--- config.mk ---
export PLATFORM = sky130hd
export DESIGN_NAME = pulse_stretch
export DESIGN_NICKNAME = d
export VERILOG_FILES = /design/src/rtl/pulse_stretch.sv
export SDC_FILE = /design/constraint.sdc
export NUM_CORES = 1
export LEC_CHECK = 0
export CORE_MARGIN = 1.5
export CORE_UTILIZATION = 50
export CTS_BUF_LIST = sky130_fd_sc_hd__clkbuf_4 sky130_fd_sc_hd__clkbuf_8 sky130_fd_sc_hd__clkbuf_16
export DETAILED_ROUTE_END_ITERATION = 6
export GPL_ROUTABILITY_DRIVEN = 0
export PLACE_DENSITY = 0.73
export SLEW_MARGIN = 25
export SYNTH_ARGS = -nofsm -noshare
export SYNTH_HDL_FRONTEND = slang
export SYNTH_SLANG_ARGS = --single-unit
export TNS_END_PERCENT = 50
--- constraint.sdc ---
create_clock -name clk -period 3.53 [get_ports clk]
set_input_delay 0.353 -clock clk [delete_from_list [all_inputs] [get_ports clk]]
set_output_delay 0.353 -clock clk [all_outputs]
set_load 0.005 [all_outputs]
--- src/rtl/pulse_stretch.sv ---
// Turns single-cycle event strobes into level pulses of programmable width, or into toggles.
// out is registered one cycle after the strobe; overlapping events wait in a saturating counter and ovf flags each drop.
module pulse_stretch #(
  parameter int    LEN_W  = 8,
  parameter int    PEND_W = 4,
  parameter int    GAP    = 1,
  parameter string MODE   = "lvl"
) (
  input  logic              clk,
  input  logic              resetn,
  input  logic              in,
  input  logic [LEN_W-1:0]  len,
  output logic              out,
  output logic              busy,
  output logic [PEND_W-1:0] pend,
  output logic              ovf
);

  localparam bit                IS_TGL   = (MODE == "tgl");
  localparam logic [7:0]        GAP_LAST = (GAP > 0) ? 8'(GAP - 1) : 8'd0;
  localparam logic [PEND_W-1:0] PEND_MAX = '1;

  // A zero gap in level mode would merge back-to-back pulses into one.
  if ((MODE != "lvl" && MODE != "tgl") || GAP < 0 || GAP > 255 || (!IS_TGL && GAP == 0)) begin : g_bad_cfg
    $error("pulse_stretch: illegal MODE/GAP configuration");
  end

  typedef enum logic [1:0] {ST_IDLE, ST_HIGH, ST_GAP} state_t;

  state_t            state_q, state_d;
  logic [LEN_W-1:0]  cnt_q, cnt_d;
  logic [7:0]        gcnt_q, gcnt_d;
  logic [PEND_W-1:0] pend_q, pend_d;
  logic              out_q, out_d;
  logic              busy_q, busy_d;
  logic              ovf_q, ovf_d;
  logic              start, from_q, enq, deq;

  always_comb begin
    state_d = state_q;
    cnt_d   = cnt_q;
    gcnt_d  = gcnt_q;
    out_d   = out_q;
    busy_d  = busy_q;
    pend_d  = pend_q;
    ovf_d   = 1'b0;
    start   = 1'b0;
    from_q  = 1'b0;

    case (state_q)
      ST_IDLE: begin
        from_q = (pend_q != '0);
        start  = in || from_q;
      end
      ST_HIGH: begin
        if (cnt_q == '0) begin
          if (!IS_TGL) out_d = 1'b0;
          if (GAP == 0) begin
            from_q = (pend_q != '0);
            start  = in || from_q;
            if (!start) begin
              state_d = ST_IDLE;
              busy_d  = 1'b0;
            end
          end else begin
            state_d = ST_GAP;
            gcnt_d  = GAP_LAST;
          end
        end else begin
          cnt_d = cnt_q - 1'b1;
        end
      end
      ST_GAP: begin
        if (gcnt_q == '0) begin
          // Only queued events may restart here; a fresh strobe on this cycle is queued.
          from_q = (pend_q != '0);
          start  = from_q;
          if (!start) begin
            state_d = ST_IDLE;
            busy_d  = 1'b0;
          end
        end else begin
          gcnt_d = gcnt_q - 1'b1;
        end
      end
      default: state_d = ST_IDLE;
    endcase

    if (start) begin
      state_d = ST_HIGH;
      cnt_d   = (len == '0) ? '0 : len - 1'b1;
      out_d   = IS_TGL ? ~out_q : 1'b1;
      busy_d  = 1'b1;
    end

    // A strobe is consumed only by a direct start; otherwise it joins the queue.
    enq = in && !(start && !from_q);
    deq = start && from_q;
    if (enq && !deq) begin
      if (pend_q == PEND_MAX) ovf_d = 1'b1;
      else                    pend_d = pend_q + 1'b1;
    end else if (!enq && deq) begin
      pend_d = pend_q - 1'b1;
    end
  end

  always_ff @(posedge clk) begin
    if (!resetn) begin
      state_q <= ST_IDLE;
      cnt_q   <= '0;
      gcnt_q  <= '0;
      pend_q  <= '0;
      out_q   <= 1'b0;
      busy_q  <= 1'b0;
      ovf_q   <= 1'b0;
    end else begin
      state_q <= state_d;
      cnt_q   <= cnt_d;
      gcnt_q  <= gcnt_d;
      pend_q  <= pend_d;
      out_q   <= out_d;
      busy_q  <= busy_d;
      ovf_q   <= ovf_d;
    end
  end

  assign out  = out_q;
  assign busy = busy_q;
  assign pend = pend_q;
  assign ovf  = ovf_q;

endmodule

==> results of run 1 <==
==> cell usage in the layout (no fill, tap or decap), types with 2 or more instances in the layout <==
master	n
a211oi_1	2
a21o_1	2
a21oi_1	11
a221oi_1	3
a31oi_1	2
clkbuf_4	3
clkdlybuf4s50_1	17
dfxtp_1	25
ha_1	6
inv_1	8
mux2i_1	5
nand2_1	16
nand2b_1	8
nand3_1	5
nor2_1	19
nor2b_1	3
nor3_1	7
nor3b_1	2
nor4_1	3
o211ai_1	4
o21ai_0	9
o31ai_1	2
or2_2	2
or3_1	2
xnor2_1	2
xor2_1	10
==> layout make-up <==
class | count | area [um^2]
tap | 31 | 38.8
timing repair buffer | 18 | 178
sequential | 25 | 500
fill | 257 | 1090
inverter | 8 | 30.0
clock buffer | 3 | 22.5
multi-input combinational | 143 | 945
clock inverter | 1 | 5.00
==> path summary, 6_finish.rpt <==
kind,endpoint,slack [ns],depth (start not counted)
max,pend[3],0.57,12
min reg2reg,out,0.50,2
min,out,0.50,2
max reg2reg,pend[3],0.57,12
==> report_power, final <==
part | switching, mW | leakage, nW | internal, mW
logic | 0.320 | 0.458 | 0.290
clock network | 0.0854 | 0.0177 | 0.0424
registers | 0.0845 | 0.206 | 0.366
total | 0.489 | 0.682 | 0.698
==> metal layers <==
layer / part of all wire (%) / routed length (um)
met5: 0 / 0
met4: 0.85 / 25
met3: 2.8 / 84
met2: 47 / 1390
met1: 49 / 1450
==> metrics by stage <==
stage          utilization, %  total power, mW
4_1_cts                  61.3             1.19
6_report                 61.3             1.19
3_5_place_dp             60.3             1.06
3_3_place_gp             60.3             1.04
2_1_floorplan               -            0.918
5_1_grt                  61.3             1.29
==> cells by family after synthesis <==
logic type | count (synthesis) | synth area share, %
mux | 6 | 4.08
xor+xnor | 12 | 6.99
fa+ha+maj | 7 | 6.32
compound gates | 41 | 17.4
flops | 25 | 33.3
buf+inv | 13 | 3.91
simple gates | 77 | 28.0
==> registers in the layout, indices dropped and copies added (netlist names) <==
name     cells
busy         1
cnt_q        8
gcnt_q       8
out          1
ovf          1
pend         4
state_q      2
==> critical path, cell delays in order (launching register included) <==
cell and delay, ns:
dfxtp_1 0.37, inv_1 0.07, ha_1 0.19, nor3b_1 0.30, a21boi_0 0.23, or2_2 0.46
nand2_1 0.19, ha_1 0.26, a21o_1 0.17, a21oi_1 0.19, nor2_1 0.07, a22oi_1 0.22
mux2i_1 0.19
==> flow_summary.toml, run 1 <==
[outcome]
outcome = "finished with violations"
violations = "DRC"

[grt]
grt_util_met3_pct = 2.68
grt_pass1_vias = 1175
overflow = 0
grt_pass1_wl_mm = 5.06
grtUsageMet1_pct = 26.2
antenna_found_initial = 0
grt_max_degree = 18
grt_use_met2_pct = 31.2
grt.busiest_layer = "met2"
track_usage_pct = 19.2

[detailed_routing]
vias_per_cell = 5.71
antenna_left = 0
drt_iter0_markers = 38
post-route-drc-count = 4
vias = 1308
dr.pass1.iters = 6
drt_wl_total_mm = 2.95
wl_per_cell_um = 12.9

[layout]
fin_cells = 229
syn_to_final_growth_pct = 14.3
final_area_um2 = 1720
antenna_cells = 0
drive_gt1_share_pct = 6.57
final_nets = 217

[worst_setup_path]
criticalPathCategory = "reg -> reg"
critPathArrivalTime_ns = 3.23
required_ns = 3.79
r2r_start = "gcnt_q[0]"
cp_max_fo = 13
critPathCaptureType = "flip-flop"
critPathLaunchType = "flip-flop"
crit_start = "gcnt_q[0]"

[sta]
maxSlewHeadroom_pct = 60.8
min_period_ns = 2.96
rsz0062_at_grt = "no"
hold_viol_final = 0
fmax_ghz = 0.337
drv_slew = 0
worst_pin_slew_ns = 0.583
setup_viol = 0
min_period_over_period_pct = 84.0
tns_ns = 0
finalClockSkew_ns = 0.00613
fin_ws_ns = 0.566
hold_ws_ns = 0.495

[floorplan]
die_height_um = 57.8
num_io_pins = 18
die_area_um2 = 3350
std_cell_rows = 19
start_util_pct = 53.6
core_area_um2 = 2810
fp.dieW_um = 57.8

[pwr]
power_leakage_nw = 0.682
power_density_nw_per_um2 = 691
irDropWorstVdd_mv = 0.349

[cts]
h-tree-depth = 1
clk_latency_ns = 0.32
clk_pin_slew_ns = 0.14
ctsRootBufferMaster = "clkbuf_4"
clockBufferDepth = 2
cts.sinks = 25
holdBufCountCts = 0
post_cts_buffers = 0
cts.repair.resized = 0
cts-buffers-inserted = 3
cts_tree = "done"

[logic_synthesis]
ys_seq_area_share_pct = 33.3
synth_fp_nets = 199
ys_ff_latch = 25
yosysMostFrequentCell = "dfxtp_1"
syn_inst = 181
synth_top_area_share_pct = 33.3
synth_area_um2 = 1500
synth.avg_cell_area_um2 = 8.31
synthArstFlopShare_pct = 0
yosys.area.top_type = "dfxtp_1"
synth.distinct_cells = 45
netlist_top_cells_area = "dfxtp_1, xor2_1, ha_1, nor2_1, nand2_1"
yosysWarnings = 0
synth_commonest_cells = "dfxtp_1, nor2_1, nand2_1"
synth_edf_count = 0
synth_ff_type = "dfxtp_1"

[placed_design]
preCtsSetupSlack_ns = 0.580
placed_area_um2 = 1690
dpl.hpwl_mm = 2.28
port_buffers = 17
place_inst = 225

[flow_run]
drv_cap = 0

[min_path]
hold_path_class = "reg -> reg"
hp-start = "out"
No activity file was read; power rests on OpenSTA's default activity.
==> run 2: changes to the inputs <==
==> constraint.sdc (replaced) <==
create_clock -name clk -period 3.1 [get_ports clk]
set_input_delay 0.31 -clock clk [delete_from_list [all_inputs] [get_ports clk]]
set_output_delay 0.31 -clock clk [all_outputs]
set_load 0.005 [all_outputs]
==> flow_summary.toml, run 2 (synthesis results as in run 1) <==
[worst_setup_path]
path_delay_family = "compound AO/OA/AOI/OAI gates"
cp_common_cell = "ha_1"
slowest_stage = "dfxtp_1"
cp.depth = 12
required_ns = 3.35
reg2regPathDepth = 12
slowest_delay_ns = 0.41
critPathCaptureType = "flip-flop"
critPathLaunchType = "flip-flop"
r2r_start = "gcnt_q[0]"
critPathArrivalTime_ns = 3.02
r2r_slack_ns = 0.34
cp_max_fo = 5
cp_num_buf_inv = 1
crit_start = "gcnt_q[0]"
worstPathCellList = "inv_1 > ha_1 > nor3b_2 > a21boi_0 > or2_2 > nand2_1 > ha_1 > a21o_1 > a21oi_1 > nor2_1 > a22oi_1 > mux2i_1"
r2r_end = "pend[3]"
cp-endpoint = "pend[3]"
criticalPathCategory = "reg -> reg"

[floorplan]
std_cell_rows = 19
die_area_um2 = 3350
num_io_pins = 18
start_util_pct = 53.6
fp.dieW_um = 57.8
core_area_um2 = 2810
die_height_um = 57.8

[min_path]
hold_path_class = "reg -> reg"
hp-start = "out"

[pwr]
irDropWorstVdd_mv = 0.445
combPwrFrac_pct = 52.3
internal_power_mw = 0.827
p_sw_mw = 0.565
swShare_pct = 40.6
power_leakage_nw = 0.694
seqPwrFrac_pct = 36.8
totalPowerFinal_mw = 1.39
power_density_nw_per_um2 = 799
clock_power_share_pct = 10.9

[sta]
tns_ns = 0
min_period_over_period_pct = 89.2
hold_viol_final = 0
setup_viol = 0
rsz0062_at_grt = "no"
worst_pin_slew_ns = 0.593
maxSlewHeadroom_pct = 60.3
min_period_ns = 2.76
fmax_ghz = 0.362
drv_slew = 0
finalClockSkew_ns = 0.00429

[layout]
mostFrequentLayoutCell = "dfxtp_1"
final_cell_mix = "dfxtp_1, nor2_1, clkdlybuf4s50_1"
seq_area_um2 = 500
syn_to_final_growth_pct = 15.8
multi_input_area_um2 = 950
final_nets = 219
n_fill_cell = 254
fin_cells = 231
drive_gt1_share_pct = 8.00
antenna_cells = 0

[detailed_routing]
post-route-drc-count = 4
antenna_left = 0
drt_wl_total_mm = 3.00
dr.pass1.iters = 6
vias = 1298
wl_per_cell_um = 13.0
vias_per_cell = 5.62
drt_iter0_markers = 28

[grt]
track_usage_pct = 19.6
antenna_found_initial = 0
grt_pass1_vias = 1215
overflow = 0
grt_pass1_wl_mm = 5.09
grt_max_degree = 18

[cts]
cts_tree = "done"
ctsRootBufferMaster = "clkbuf_4"
clockBufferDepth = 2
h-tree-depth = 1
clk_pin_slew_ns = 0.13
post_cts_buffers = 0
clk_latency_ns = 0.32
cts.sinks = 25
cts-buffers-inserted = 3

[placed_design]
port_buffers = 17
place_inst = 227
dpl.hpwl_mm = 2.33

[flow_run]
drv_cap = 0

[outcome]
outcome = "finished with violations"
violations = "DRC"
run 2: changes by cell type in the layout (fill, tap and decap cells not counted), sizes merged:
cell / before / now
buf: 1 / 3
clkbuf: 3 / 4
clkinv: 1 / 0
run 2: power by group through the flow:
| stage | combinational [mW] | clock, mW | sequential (mW) |
|---|---|---|---|
| finish | 0.727 | 0.152 | 0.512 |
| global route | 0.815 | 0.171 | 0.526 |
| CTS | 0.725 | 0.158 | 0.508 |
| detailed placement | 0.722 | 0 | 0.515 |
| global placement | 0.700 | 0 | 0.512 |
| floorplan | 0.546 | 0 | 0.499 |
run 2: how the worst min path moves through the flow:
stage               cells past startpoint  slack (ns)       end
floorplan                               1        0.46  cnt_q[6]
global placement                        2        0.46       out
detailed placement                      2        0.47       out
CTS                                     2        0.48       out
global route                            2        0.50       out
finish                                  2        0.48       out
run 2: routing by layer:
metal	part of all wire [%]	global-route usage (%)	vias to the layer above
met1	49	25.1	588
met2	46	32.5	24
met5	0	0	-
li1	-	-	682
met3	4.5	4.46	4
met4	1.0	6.64	0
run 2: cell type report:
type	instances	share of cell area (%)
Inverter	8	1.72
Timing Repair Buffer	20	11.1
Tap cell	31	2.23
Sequential cell	25	28.7
Multi-Input combinational cell	143	54.5
Clock buffer	4	1.72
run 2: worst reg2reg max path: cells and delay by family (launching register included):
kind	cells	cell delay (ns)
fa+ha+maj	2	0.53
flops	1	0.41
simple gates	4	0.57
buf+inv	1	0.06
compound gates	4	0.93
mux	1	0.22
run 2: metrics by stage:
step	worst slack (ns)	utilization, %	area, um^2	hold slack (ns)
finish	0.336	62.1	1740	0.480
global route	0.0407	62.1	1740	0.500
CTS	0.292	61.9	1740	0.483
detailed placement	0.323	60.8	1710	0.465
global placement	0.446	60.8	1710	0.460
floorplan	0.380	-	1500	0.459
run 2: what timing repair did:
action,4_1_cts,5_1_grt
hold endpoints to repair,0,0
endpoints found under the setup margin,0,1
gates resized for setup,0,1
hold buffers,0,0
==> run 3: changes to the inputs <==
--- a/config.mk
+++ b/config.mk
@@ -7,10 +7,10 @@
 export LEC_CHECK = 0
 export CORE_MARGIN = 1.5
 export CORE_UTILIZATION = 50
-export CTS_BUF_LIST = sky130_fd_sc_hd__clkbuf_4 sky130_fd_sc_hd__clkbuf_8 sky130_fd_sc_hd__clkbuf_16
 export DETAILED_ROUTE_END_ITERATION = 6
 export GPL_ROUTABILITY_DRIVEN = 0
 export PLACE_DENSITY = 0.73
+export REMOVE_ABC_BUFFERS = 1
 export SLEW_MARGIN = 25
 export SYNTH_ARGS = -nofsm -noshare
 export SYNTH_HDL_FRONTEND = slang
==> flow_summary.toml, run 3 (synthesis results as in run 1) <==
[cts]
cts.repair.resized = 0
clk_latency_ns = 0.32
post_cts_buffers = 0
cts_tree = "done"
cts.sinks = 25
h-tree-depth = 1
clockBufferDepth = 2
cts-buffers-inserted = 3
holdBufCountCts = 0
ctsRootBufferMaster = "clkbuf_4"
clk_pin_slew_ns = 0.14

[pwr]
irDropWorstVdd_mv = 0.504
totalPowerFinal_mw = 1.39
power_leakage_nw = 0.694
power_density_nw_per_um2 = 797

[detailed_routing]
post-route-drc-count = 0
vias_per_cell = 5.90
wl_per_cell_um = 13.6
dr.pass1.iters = 4
drt_iter0_markers = 40
antenna_left = 0
vias = 1363
drt_wl_total_mm = 3.13

[placed_design]
place_inst = 227
dpl.hpwl_mm = 2.44
placed_area_um2 = 1710
preCtsSetupSlack_ns = 0.328
port_buffers = 17

[layout]
mostFrequentLayoutCell = "dfxtp_1"
n_fill_cell = 269
fin_util_pct = 62.0
final_nets = 219
final_area_um2 = 1740
drive_gt1_share_pct = 8.00
antenna_cells = 0
final_cell_mix = "dfxtp_1, nor2_1, clkdlybuf4s50_1"
fin_cells = 231
syn_to_final_growth_pct = 15.6

[worst_setup_path]
critPathArrivalTime_ns = 3.06
cp_max_fo = 5
critPathLaunchType = "flip-flop"
r2r_slack_ns = 0.29
required_ns = 3.35
criticalPathCategory = "reg -> reg"
critPathCaptureType = "flip-flop"

[sta]
tns_ns = 0
finalClockSkew_ns = 0.0131
maxSlewHeadroom_pct = 58.8
rsz0062_at_grt = "no"
hold_viol_final = 0
drv_slew = 0
worst_pin_slew_ns = 0.616
min_period_over_period_pct = 90.6
fin_ws_ns = 0.291
min_period_ns = 2.81
fmax_ghz = 0.356
hold_ws_ns = 0.502
setup_viol = 0

[floorplan]
die_height_um = 57.8
fp.dieW_um = 57.8
die_area_um2 = 3350
core_area_um2 = 2810
start_util_pct = 53.6
num_io_pins = 18
std_cell_rows = 19

[grt]
grt_pass1_wl_mm = 5.43
grt_pass1_vias = 1336
track_usage_pct = 20.4
overflow = 0
grt_max_degree = 18
antenna_found_initial = 0

[outcome]
outcome = "finished, final reports clean"

[min_path]
hold_path_class = "reg -> reg"

[flow_run]
drv_cap = 0
## run 3: changes by cell type in the layout (fill, tap and decap cells not counted), sizes merged
cell    previous run  this run
clkbuf             4         3
clkinv             0         1
## run 3: area by class of cell
type	count	area, um^2	share of cell area, %
Clock inverter	1	5.00	0.288
Sequential cell	25	500	28.8
Inverter	8	30.0	1.73
Clock buffer	3	22.5	1.29
Tap cell	31	38.8	2.23
Timing Repair Buffer	20	193	11.1
Multi-Input combinational cell	143	950	54.6
## run 3: path summary, 6_finish.rpt
check	startpoint	endpoint	depth (start not counted)
worst max-delay path	gcnt_q[0]	pend[3]	12
worst min-delay path	out	out	2
worst max register to register	gcnt_q[0]	pend[3]	12
worst min register to register	out	out	2
## run 3: power breakdown
| group | internal (mW) | switching (mW) |
|---|---|---|
| registers | 0.416 | 0.0964 |
| logic | 0.351 | 0.375 |
| clock network | 0.0484 | 0.0982 |
## run 3: routing by layer
layer  vias to the layer above  track usage, %  wire [um]
met1                       646            23.8       1410
met5                         -               0          0
li1                        687               -          -
met4                         0            4.98         11
met3                         2            4.02        106
met2                        28            38.0       1610
## run 3: worst max-delay path: stages (launching register included)
cell and delay (ns):
dfxtp_1 0.41, inv_1 0.06, ha_1 0.23, nor3b_2 0.18, a21boi_0 0.36, or2_2 0.20, nand2_1 0.12, ha_1 0.31
a21o_1 0.18, a21oi_1 0.19, nor2_1 0.07, a22oi_1 0.21, mux2i_1 0.20
